===== src/rtl/btn_pkg.sv =====
// Shared definitions for the pushbutton debouncer: FSM encoding and default timing.
// Latency: n/a (types and constants only).
// Backpressure: n/a.
package btn_pkg;

   // Debouncer states; encoding is fixed because other tooling decodes it.
   typedef enum logic [1:0] {
      IDLE       = 2'd0,
      DB_PRESS   = 2'd1,
      HELD       = 2'd2,
      DB_RELEASE = 2'd3
   } btn_state_e;

   // Defaults sized for a 50 MHz board clock: 20 ms debounce, 1 s long press.
   localparam int unsigned DEB_CYCLES_DEFAULT  = 1_000_000;
   localparam int unsigned LONG_CYCLES_DEFAULT = 50_000_000;

   // The button counts as "down" once a press is accepted and until a release is.
   function automatic logic is_down(input btn_state_e st);
      return (st == HELD) || (st == DB_RELEASE);
   endfunction

endpackage


===== src/rtl/sync_2ff.sv =====
// Two-flop synchronizer bringing an asynchronous board input into the clk domain.
// Latency: 2 clk edges from d to q.
// Backpressure: none; free-running.
module sync_2ff (
   input  logic clk,
   input  logic rst,
   input  logic d,
   output logic q
);

   logic meta_q;
   logic sync_q;

   // First flop may go metastable; second flop gives it a full cycle to settle.
   always_ff @(posedge clk or negedge rst) begin
      if (!rst) begin
         meta_q <= 1'b0;
         sync_q <= 1'b0;
      end else begin
         meta_q <= d;
         sync_q <= meta_q;
      end
   end

   assign q = sync_q;

endmodule


===== src/rtl/btn_debounce.sv =====
// Pushbutton debouncer: debounced level, press/release/long-press pulses, press counter.
// Latency: press_pulse/release_pulse high after edge k+DEB_CYCLES+2 (k = first edge sampling the new level).
// Backpressure: none; pulses are single-cycle and must be consumed when issued.
module btn_debounce
   import btn_pkg::*;
#(
   parameter int unsigned DEB_CYCLES  = DEB_CYCLES_DEFAULT,
   parameter int unsigned LONG_CYCLES = LONG_CYCLES_DEFAULT
) (
   input  logic       clk,
   input  logic       rst,
   input  logic       button,
   output logic       btn_level,
   output logic       press_pulse,
   output logic       release_pulse,
   output logic       long_pulse,
   output logic [7:0] press_cnt
);

   // Counters only ever need to reach their parameter minus one.
   localparam int unsigned DCW = $clog2(DEB_CYCLES);
   localparam int unsigned LCW = $clog2(LONG_CYCLES);
   localparam logic [DCW-1:0] DCNT_LAST = DCW'(DEB_CYCLES - 1);
   localparam logic [LCW-1:0] LCNT_LAST = LCW'(LONG_CYCLES - 1);

   logic           s;
   btn_state_e     state_q;
   logic [DCW-1:0] dcnt_q;
   logic [LCW-1:0] lcnt_q;
   logic           btn_level_q;
   logic           press_pulse_q;
   logic           release_pulse_q;
   logic           long_pulse_q;
   logic [7:0]     press_cnt_q;

   sync_2ff u_sync (
      .clk (clk),
      .rst (rst),
      .d   (button),
      .q   (s)
   );

   // Debounce FSM with all outputs registered; one dcnt serves both press and release.
   always_ff @(posedge clk or negedge rst) begin
      if (!rst) begin
         state_q         <= IDLE;
         dcnt_q          <= '0;
         lcnt_q          <= '0;
         btn_level_q     <= 1'b0;
         press_pulse_q   <= 1'b0;
         release_pulse_q <= 1'b0;
         long_pulse_q    <= 1'b0;
         press_cnt_q     <= 8'd0;
      end else begin
         press_pulse_q   <= 1'b0;
         release_pulse_q <= 1'b0;
         long_pulse_q    <= 1'b0;

         // Long-press timer keeps running through release bounces and saturates,
         // so the long pulse fires at most once per accepted press.
         if (is_down(state_q) && (lcnt_q != LCNT_LAST)) begin
            lcnt_q       <= lcnt_q + LCW'(1);
            long_pulse_q <= ((lcnt_q + LCW'(1)) == LCNT_LAST);
         end

         case (state_q)
            IDLE: begin
               if (s) begin
                  state_q <= DB_PRESS;
                  dcnt_q  <= '0;
               end
            end
            DB_PRESS: begin
               if (!s) begin
                  state_q <= IDLE;
               end else if (dcnt_q == DCNT_LAST) begin
                  state_q       <= HELD;
                  btn_level_q   <= 1'b1;
                  press_pulse_q <= 1'b1;
                  press_cnt_q   <= press_cnt_q + 8'd1;
                  lcnt_q        <= '0;
               end else begin
                  dcnt_q <= dcnt_q + DCW'(1);
               end
            end
            HELD: begin
               if (!s) begin
                  state_q <= DB_RELEASE;
                  dcnt_q  <= '0;
               end
            end
            DB_RELEASE: begin
               if (s) begin
                  state_q <= HELD;
               end else if (dcnt_q == DCNT_LAST) begin
                  state_q         <= IDLE;
                  btn_level_q     <= 1'b0;
                  release_pulse_q <= 1'b1;
               end else begin
                  dcnt_q <= dcnt_q + DCW'(1);
               end
            end
            default: begin
               state_q <= IDLE;
            end
         endcase
      end
   end

   assign btn_level     = btn_level_q;
   assign press_pulse   = press_pulse_q;
   assign release_pulse = release_pulse_q;
   assign long_pulse    = long_pulse_q;
   assign press_cnt     = press_cnt_q;

endmodule


===== config.mk =====
export PLATFORM = sky130hd
export DESIGN_NAME = btn_debounce
export DESIGN_NICKNAME = d
export VERILOG_FILES = /design/src/rtl/btn_pkg.sv /design/src/rtl/sync_2ff.sv /design/src/rtl/btn_debounce.sv
export SDC_FILE = /design/constraint.sdc
export NUM_CORES = 1
export LEC_CHECK = 0
export BUFFER_PORTS_ARGS = -buffer_cell sky130_fd_sc_hd__buf_2
export CAP_MARGIN = 0
export CELL_PAD_IN_SITES_DETAIL_PLACEMENT = 0
export CELL_PAD_IN_SITES_GLOBAL_PLACEMENT = 1
export CORE_ASPECT_RATIO = 0.9
export CORE_MARGIN = 4
export CORE_UTILIZATION = 52
export CTS_CLUSTER_SIZE = 28
export DETAILED_ROUTE_END_ITERATION = 8
export GPL_TIMING_DRIVEN = 0
export PLACE_DENSITY_LB_ADDON = 0.1
export SLEW_MARGIN = 20
export SYNTH_ARGS = -nofsm -noshare
export SYNTH_HDL_FRONTEND = slang
export SYNTH_SLANG_ARGS = --single-unit

===== constraint.sdc =====
create_clock -name clk -period 4.44 [get_ports clk]
set_clock_uncertainty 0.2 [all_clocks]
set_input_delay 0.222 -clock clk [delete_from_list [all_inputs] [get_ports clk]]
set_output_delay 0.222 -clock clk [all_outputs]
set_load 0.01 [all_outputs]

==> results of run 1 <==
-- routing by layer --
metal / up-vias / part of all wire [%]
met3: 8 / 4.1
li1: 1302 / -
met2: 46 / 42
met5: - / 0
met4: 0 / 1.1
met1: 1283 / 53
-- flip-flops by register name, indices dropped and copies added (netlist names), named ones only --
signal,flops
btn_level,1
dcnt_q,20
lcnt_q,26
long_pulse,1
press_cnt,8
press_pulse,1
release_pulse,1
state_q,1
u_sync.meta_q,1
u_sync.q,1
-- synthesized netlist by cell type, types with 3 or more instances --
library cell	n	share of area [%]
o21ai_0	14	2.1
nand2_1	31	3.4
nand4_1	21	3.9
nand2b_1	4	0.74
nand3_1	16	2.4
ha_1	4	1.5
and4_1	4	1.0
nor4_1	7	1.3
buf_6	4	1.3
xor2_1	17	4.4
and3_2	3	0.66
a22o_1	5	1.3
or3_1	8	1.5
dfrtp_1	62	46
nor3_1	13	1.9
nor2_1	50	5.5
a21oi_1	6	0.88
and3_1	7	1.3
inv_1	8	0.88
xnor2_1	31	8.0
clkbuf_1	6	0.66
-- cell type report --
type                    instances  share of cell area [%]
clock inverters                 3                   0.463
multi-input cells             269                    44.6
clock buffers                  13                    4.47
flip-flops and latches         62                    41.0
inverters                       8                   0.794
plain buffers                  16                    3.28
repair buffers                 16                    2.45
well taps                      87                    2.88
-- path summary, 6_finish.rpt --
check	end	depth (start not counted)
min in group asynchronous	dcnt_q[14]$_DFFE_PN0P_	2
min	u_sync.q$_DFF_PN0_	0
min reg2reg	u_sync.q$_DFF_PN0_	0
max in group asynchronous	lcnt_q[7]$_DFF_PN0_	2
max reg2reg	dcnt_q[18]$_DFFE_PN0P_	7
max	dcnt_q[18]$_DFFE_PN0P_	7
-- critical path, stage by stage (launching register included) --
cell and delay (ps):
dfrtp_1 420, nor4b_1 560, nand4_1 240, o21ai_1 510
clkbuf_1 440, nor2_1 110, clkbuf_1 250, nor2_1 160
-- cell families after synthesis --
logic type / after synthesis / share of synthesized area [%]
flip-flops: 62 / 45.7
adder cells (fa/ha/maj): 4 / 1.47
multiplexers: 4 / 1.25
AND/OR/NAND/NOR: 177 / 27.4
AO/OA/AOI/OAI: 36 / 7.19
XOR/XNOR: 48 / 12.4
buffers and inverters: 24 / 4.54
-- through the flow --
| stage | setup WS [ps] | instances |
|---|---|---|
| 2_1_floorplan | 1980 | 355 |
| 3_3_place_gp | 1570 | 456 |
| 3_5_place_dp | 1540 | 456 |
| 4_1_cts | 1490 | 474 |
| 5_1_grt | 1240 | 474 |
| 6_report | 1480 | 474 |
-- power by group --
group	switching, mW	total (mW)	internal [mW]
sequential	0.0111	0.584	0.573
combinational	0.0244	0.0361	0.0117
clock	0.225	0.472	0.247
==> qor.txt, run 1 <==
Grt ovf - 0
Largest net degree at the start of global routing - 63
CTS root buffer - clkbuf_8
First-pass GRT wire length - 12400 microns
# IOs - 15
Initial DRC Count - 164
Peak VDD IR - 0.000212 V
Design area - 3780 sq um
CTS Buf Count - 9
Worst-path clk slew - 70 ps
Setup TNS Final - 0 ps
Maximum clock insertion buffer count - 2
# fillers - 590
Total setup buffers inserted after CTS - 0
Clk_lat worst skew - 340 ps
Residual DRC - 0
Die Area - 7880 sq um
Final Power - 1.09 mW
Fmax - 338 MHz
Leakage power total - 1.65 nW
Post-CTS Hold Fix Bufs - 2
Dpl cell area - 3570 sq um
Status - finished clean
Crit end category - register
Busiest grt layer - met1
Row Count - 27
Core box area - 6220 sq um
Syn_area_per_cell - 9.56 sq um
GRT met3 Usage - 5.11%
Drt wl/cell - 15.2 microns
Commonest cells after routing, fill and taps aside - 62 x dfrtp_1, 50 x nor2_1, 31 x nand2_1, 31 x xnor2_1, 21 x nand4_1
Post-synth EDFFs - 0
Routed wire length - 7200 microns
Htree depth - 3
Unrepaired setup endpoints after global routing - false
Mapped cell area - 3390 sq um
Final setup fails - 0
Met1 GRT Util - 30.3%
Unique masters post-synth - 48
Slew Viols, Final - 0
Worst Tran Pin Value - 785 ps
CTS tree - done
Post-synth top flop - dfrtp_1
Post-route ant nets - 0
Sequential cell area - 1550 sq um
Hold Fails Final Rpt - 0
Crit path arrival time - 3030 ps
Layout Nets - 389
Total Routing Usage GR - 19.9%
Startpoint Class - register
GP Congestion - 0.821
Max-Cap Viols - 0
Syn Inst Count - 355
Min Hold Slack - 166 ps
ANT cells - 0
Share of cells above drive strength 1 - 13.7%
FF-to-FF Start - dcnt_q[15]$_DFFE_PN0P_
Hold Crit Start - u_sync.meta_q$_DFF_PN0_
Via density - 5.57
Initial antenna violation count - 0
Area of the multi-input gates - 1690 sq um
Syn_nets - 362
Ys Warns - 0
Hold WC Path Type - reg2reg
Number of register bits inferred by synthesis - 62
Period minus WS final - 2960 ps
Area grow syn2layout - 11.4%
FF-to-FF setup slack - 1480 ps
Final Util - 60.8%
Die extent in x - 93.2 microns
Origin of the worst setup path - dcnt_q[15]$_DFFE_PN0P_
Synth async-reset ratio - 100%
TritonCTS Sinks - 62
Critical Path Fanout Max - 10
Routed vias - 2639
Power per cell area - 289 nW/um^2
Detailed placement HPWL - 4810 microns
TritonRoute pass-1 iters - 5
Most common cell after layout, fill and taps aside - dfrtp_1
Sequential share of the synthesized area - 45.7%
Die height - 84.6 microns
WS Path Type - reg2reg
Post-CTS resize count - 0
Met2 usage - 27.4%
Vias in the first global route - 2460
Final period util - 66.7%
Slew HR - 47.2%
Req. time, crit path - 4510 ps
Initial core utilization - 54.6%
PortBufs - 14
No activity file was read; power rests on OpenSTA's default activity.
==> run 2, diff against run 1 <==
--- a/config.mk
+++ b/config.mk
@@ -5,13 +5,14 @@
 export SDC_FILE = /design/constraint.sdc
 export NUM_CORES = 1
 export LEC_CHECK = 0
+export ABC_AREA = 1
 export BUFFER_PORTS_ARGS = -buffer_cell sky130_fd_sc_hd__buf_2
 export CAP_MARGIN = 0
 export CELL_PAD_IN_SITES_DETAIL_PLACEMENT = 0
 export CELL_PAD_IN_SITES_GLOBAL_PLACEMENT = 1
 export CORE_ASPECT_RATIO = 0.9
 export CORE_MARGIN = 4
-export CORE_UTILIZATION = 52
+export CORE_UTILIZATION = 41
 export CTS_CLUSTER_SIZE = 28
 export DETAILED_ROUTE_END_ITERATION = 8
 export GPL_TIMING_DRIVEN = 0
==> constraint.sdc (replaced) <==
create_clock -name clk -period 2.46 [get_ports clk]
set_clock_uncertainty 0.2 [all_clocks]
set_input_delay 0.123 -clock clk [delete_from_list [all_inputs] [get_ports clk]]
set_output_delay 0.123 -clock clk [all_outputs]
set_load 0.01 [all_outputs]
==> run 2 against run 1 <==
Effect of this change: clock-buffer cell count is 4 lower; cell count is 52% higher; hold slack worse by 80 ps; worst setup slack worse by 1300 ps; sequential power is 78% higher; combinational power is 120% higher; sequential share of layout area is 6.3 points lower; flip-flop and latch count stayed put; synthesized area is 17% higher; critical path depth is 1 higher; synthesized cell count is 59% higher; cell area is 18% higher; critical path type unchanged; critical endpoint is now lcnt_q[13]$_DFF_PN0_; largest power group unchanged; highest routed layer unchanged.
==> qor.txt, run 2 <==
WS Path Type - reg2reg (unchanged)
Origin of the worst setup path - lcnt_q[0]$_DFF_PN0_ (was dcnt_q[15]$_DFFE_PN0P_)
Period minus WS final - 2260 ps (was 2960 ps)
Min Hold Slack - 86.1 ps (was 166 ps)
Top-count cell post-synth - nand2_1 (was dfrtp_1)
Row Count - 33 (was 27)
CTS Buf Count - 9 (unchanged)
FF-to-FF setup slack - 200 ps (was 1480 ps)
Syn_area_per_cell - 7.02 sq um (was 9.56 sq um)
# fillers - 940 (was 590)
WP depth - 8 (was 7)
Initial antenna violation count - 0 (unchanged)
Top cell type's share of synthesized area - 39.1% (was 45.7%)
R2R Path End - lcnt_q[13]$_DFF_PN0_ (was dcnt_q[18]$_DFFE_PN0P_)
Crit-path slowest cell - clkbuf_1 (was nor4b_1)
TritonRoute pass-1 iters - 7 (was 5)
Worst setup path endpoint - lcnt_q[13]$_DFF_PN0_ (was dcnt_q[18]$_DFFE_PN0P_)
Residual DRC - 0 (unchanged)
Worst-path clk slew - 80 ps (was 70 ps)
Max stage delay on crit path - 510 ps (was 560 ps)
Initial core utilization - 42.7% (was 54.6%)
Peak VDD IR - 0.000223 V (was 0.000212 V)
Largest net degree at the start of global routing - 49 (was 63)
Critical Path Fanout Max - 10 (unchanged)
Slew Viols, Final - 0 (unchanged)
PortBufs - 14 (unchanged)
Final setup fails - 0 (unchanged)
Compound-Gate Fraction of Synth Area - 9.68% (was 7.19%)
Hold Fails Final Rpt - 0 (unchanged)
Syn Inst Count - 565 (was 355)
Largest family of logic cells by synthesized area - simple AND/OR/NAND/NOR gates (unchanged)
Startpoint Class - register (unchanged)
Share of cells above drive strength 1 - 12.4% (was 13.7%)
Synth async-reset ratio - 100% (unchanged)
Mapped cell area - 3970 sq um (was 3390 sq um)
Reg2Reg Depth - 8 (was 7)
First-pass GRT wire length - 18400 microns (was 12400 microns)
Post-Place Worst Slack - -32.1 ps (was 1540 ps)
Crit-path cells - ha_1, nand3_1, nor2_2, nand3_1, nor2_1, nor2_2, clkbuf_1, a21oi_1 (was nor4b_1, nand4_1, o21ai_1, clkbuf_1, nor2_1, clkbuf_1, nor2_1)
Final Non-Filler Cells - 721 (was 474)
Core box area - 9290 sq um (was 6220 sq um)
Power per cell area - 463 nW/um^2 (was 289 nW/um^2)
FF-to-FF Start - lcnt_q[0]$_DFF_PN0_ (was dcnt_q[15]$_DFFE_PN0P_)
Die height - 101 microns (was 84.6 microns)
Vias in the first global route - 3526 (was 2460)
Crit path arrival time - 2260 ps (was 3030 ps)
Total Routing Usage GR - 20.5% (was 19.9%)
Setup TNS Final - 0 ps (unchanged)
Placed insts - 702 (was 456)
Post-synth EDFFs - 0 (unchanged)
Detailed placement HPWL - 8180 microns (was 4810 microns)
TritonCTS Sinks - 62 (unchanged)
Max-Cap Viols - 0 (unchanged)
Most common cell after layout, fill and taps aside - nand2_1 (was dfrtp_1)
# IOs - 15 (unchanged)
Die extent in x - 112 microns (was 93.2 microns)
Req. time, crit path - 2460 ps (was 4510 ps)
Final Util - 48.1% (was 60.8%)
Commonest cells in the synthesized netlist - 146 x nand2_1, 68 x nor2_1, 62 x dfrtp_1 (was 62 x dfrtp_1, 50 x nor2_1, 31 x nand2_1, 31 x xnor2_1, 21 x nand4_1)
Fmax - 442 MHz (was 338 MHz)
Sequential share of the synthesized area - 39.1% (was 45.7%)
Slew HR - 53.3% (was 47.2%)
Ranking of synthesized cells by area - dfrtp_1 39%, nand2_1 14%, nor2_1 6.4% (was dfrtp_1 46%, xnor2_1 8.0%, nor2_1 5.5%)
Post-synth top flop - dfrtp_1 (unchanged)
Die Area - 11300 sq um (was 7880 sq um)
Syn_nets - 572 (was 362)
Grt ovf - 0 (unchanged)
Leakage power total - 2.05 nW (was 1.65 nW)
Crit end category - register (unchanged)
Synth Area in Simple Gates - 39.4% (was 27.4%)
Maximum clock insertion buffer count - 2 (unchanged)
Reg with most FFs - lcnt_q (unchanged)
Drt wl/cell - 15.4 microns (was 15.2 microns)
GP Congestion - 0.877 (was 0.821)
Number of register bits inferred by synthesis - 62 (unchanged)
Hold WC Path Type - in2async (was reg2reg)
Largest register FFs - 26 (unchanged)
ANT cells - 0 (unchanged)
Post-route ant nets - 0 (unchanged)
Htree depth - 3 (unchanged)
Post-Synth Adder-Cell Area - 1.26% (was 1.47%)
Via density - 5.35 (was 5.57)
Unrepaired setup endpoints after global routing - false (unchanged)
Routed vias - 3860 (was 2639)
Status - finished clean (unchanged)
Commonest cells after routing, fill and taps aside - 146 x nand2_1, 67 x nor2_1, 62 x dfrtp_1 (was 62 x dfrtp_1, 50 x nor2_1, 31 x nand2_1, 31 x xnor2_1, 21 x nand4_1)
CTS root buffer - clkbuf_8 (unchanged)
WP buf/inv - 1 (was 2)
Final period util - 91.9% (was 66.7%)
Mux cell area share after synthesis - 0% (was 1.25%)
Synth Area in XOR/XNOR - 2.43% (was 12.4%)
Ys Warns - 0 (unchanged)
Layout Nets - 601 (was 389)
CTS tree - done (unchanged)
CP top delay family - simple AND/OR/NAND/NOR gates (unchanged)
Unique masters post-synth - 34 (was 48)
Initial DRC Count - 352 (was 164)
Routed wire length - 11100 microns (was 7200 microns)
Worst Tran Pin Value - 699 ps (was 785 ps)
Synth area leader - dfrtp_1 (unchanged)
Area grow syn2layout - 12.5% (was 11.4%)
PnR worst setup slack - 199 ps (was 1480 ps)
Clk_lat worst skew - 350 ps (was 340 ps)
-- run 2: area by class of cell --
cell class	instances	area [sq um]	area share, %
buffer	14	82.6	1.85
clock buffer	9	124	2.77
clock inverter	7	73.8	1.65
inverter	64	240	5.38
multi-input combinational	425	2110	47.3
sequential	62	1550	34.8
tap	122	153	3.42
timing repair buffer	18	130	2.91
-- run 2: what timing repair did --
| item | 4_1_cts | 5_1_grt |
|---|---|---|
| gates cloned | 0 | 0 |
| setup endpoints to repair | 3 | 42 |
| hold buffers | 3 | 0 |
| resized for setup | 2 | 4 |
| setup buffers | 0 | 0 |
| hold endpoints to repair | 63 | 0 |
-- run 2: worst min-delay path by stage --
stage,to,depth (start not counted)
after detailed placement,lcnt_q[16]$_DFF_PN0_,1
after floorplan,async pin,0
after CTS,lcnt_q[17]$_DFF_PN0_,3
final,lcnt_q[17]$_DFF_PN0_,3
after global routing,lcnt_q[17]$_DFF_PN0_,3
after global placement,u_sync.meta_q$_DFF_PN0_,1
-- run 2: metal layers --
layer | share of wire, % | up-vias | GRT usage (%)
met5 | 0 | - | 0
met4 | 0.90 | 0 | 5.14
met1 | 53 | 1827 | 32.2
met2 | 40 | 101 | 28.5
li1 | - | 1922 | -
met3 | 5.4 | 10 | 4.18
-- run 2: kinds of logic (layout without fill, tap and decap cells) --
logic type	after synthesis	in the layout
xor gates and xnor gates	11	11
adders and majority gates	4	4
and+or+nand+nor	337	337
AOI/OAI and AO/OA	73	73
DFF	62	62
buffers and inverters	78	112
-- run 2: stage by stage --
| step | cell area [sq um] | total power, mW |
|---|---|---|
| 6_report | 4460 | 2.07 |
| 2_1_floorplan | 3970 | 1.09 |
| 3_5_place_dp | 4220 | 1.13 |
| 3_3_place_gp | 4190 | 1.13 |
| 4_1_cts | 4460 | 2.10 |
| 5_1_grt | 4460 | 2.16 |
-- run 2: power breakdown --
part / internal (mW) / switching (mW) / total (mW) / leakage [nW]
Combinational: 0.0217 / 0.0568 / 0.0785 / 1.09
Clock: 0.472 / 0.479 / 0.951 / 0.0996
Sequential: 1.03 / 0.0108 / 1.04 / 0.856
-- run 2: worst min-delay path, cell delays in order --
cell and delay [ps]:
dlygate4sd3_1 530, buf_4 130, buf_16 230
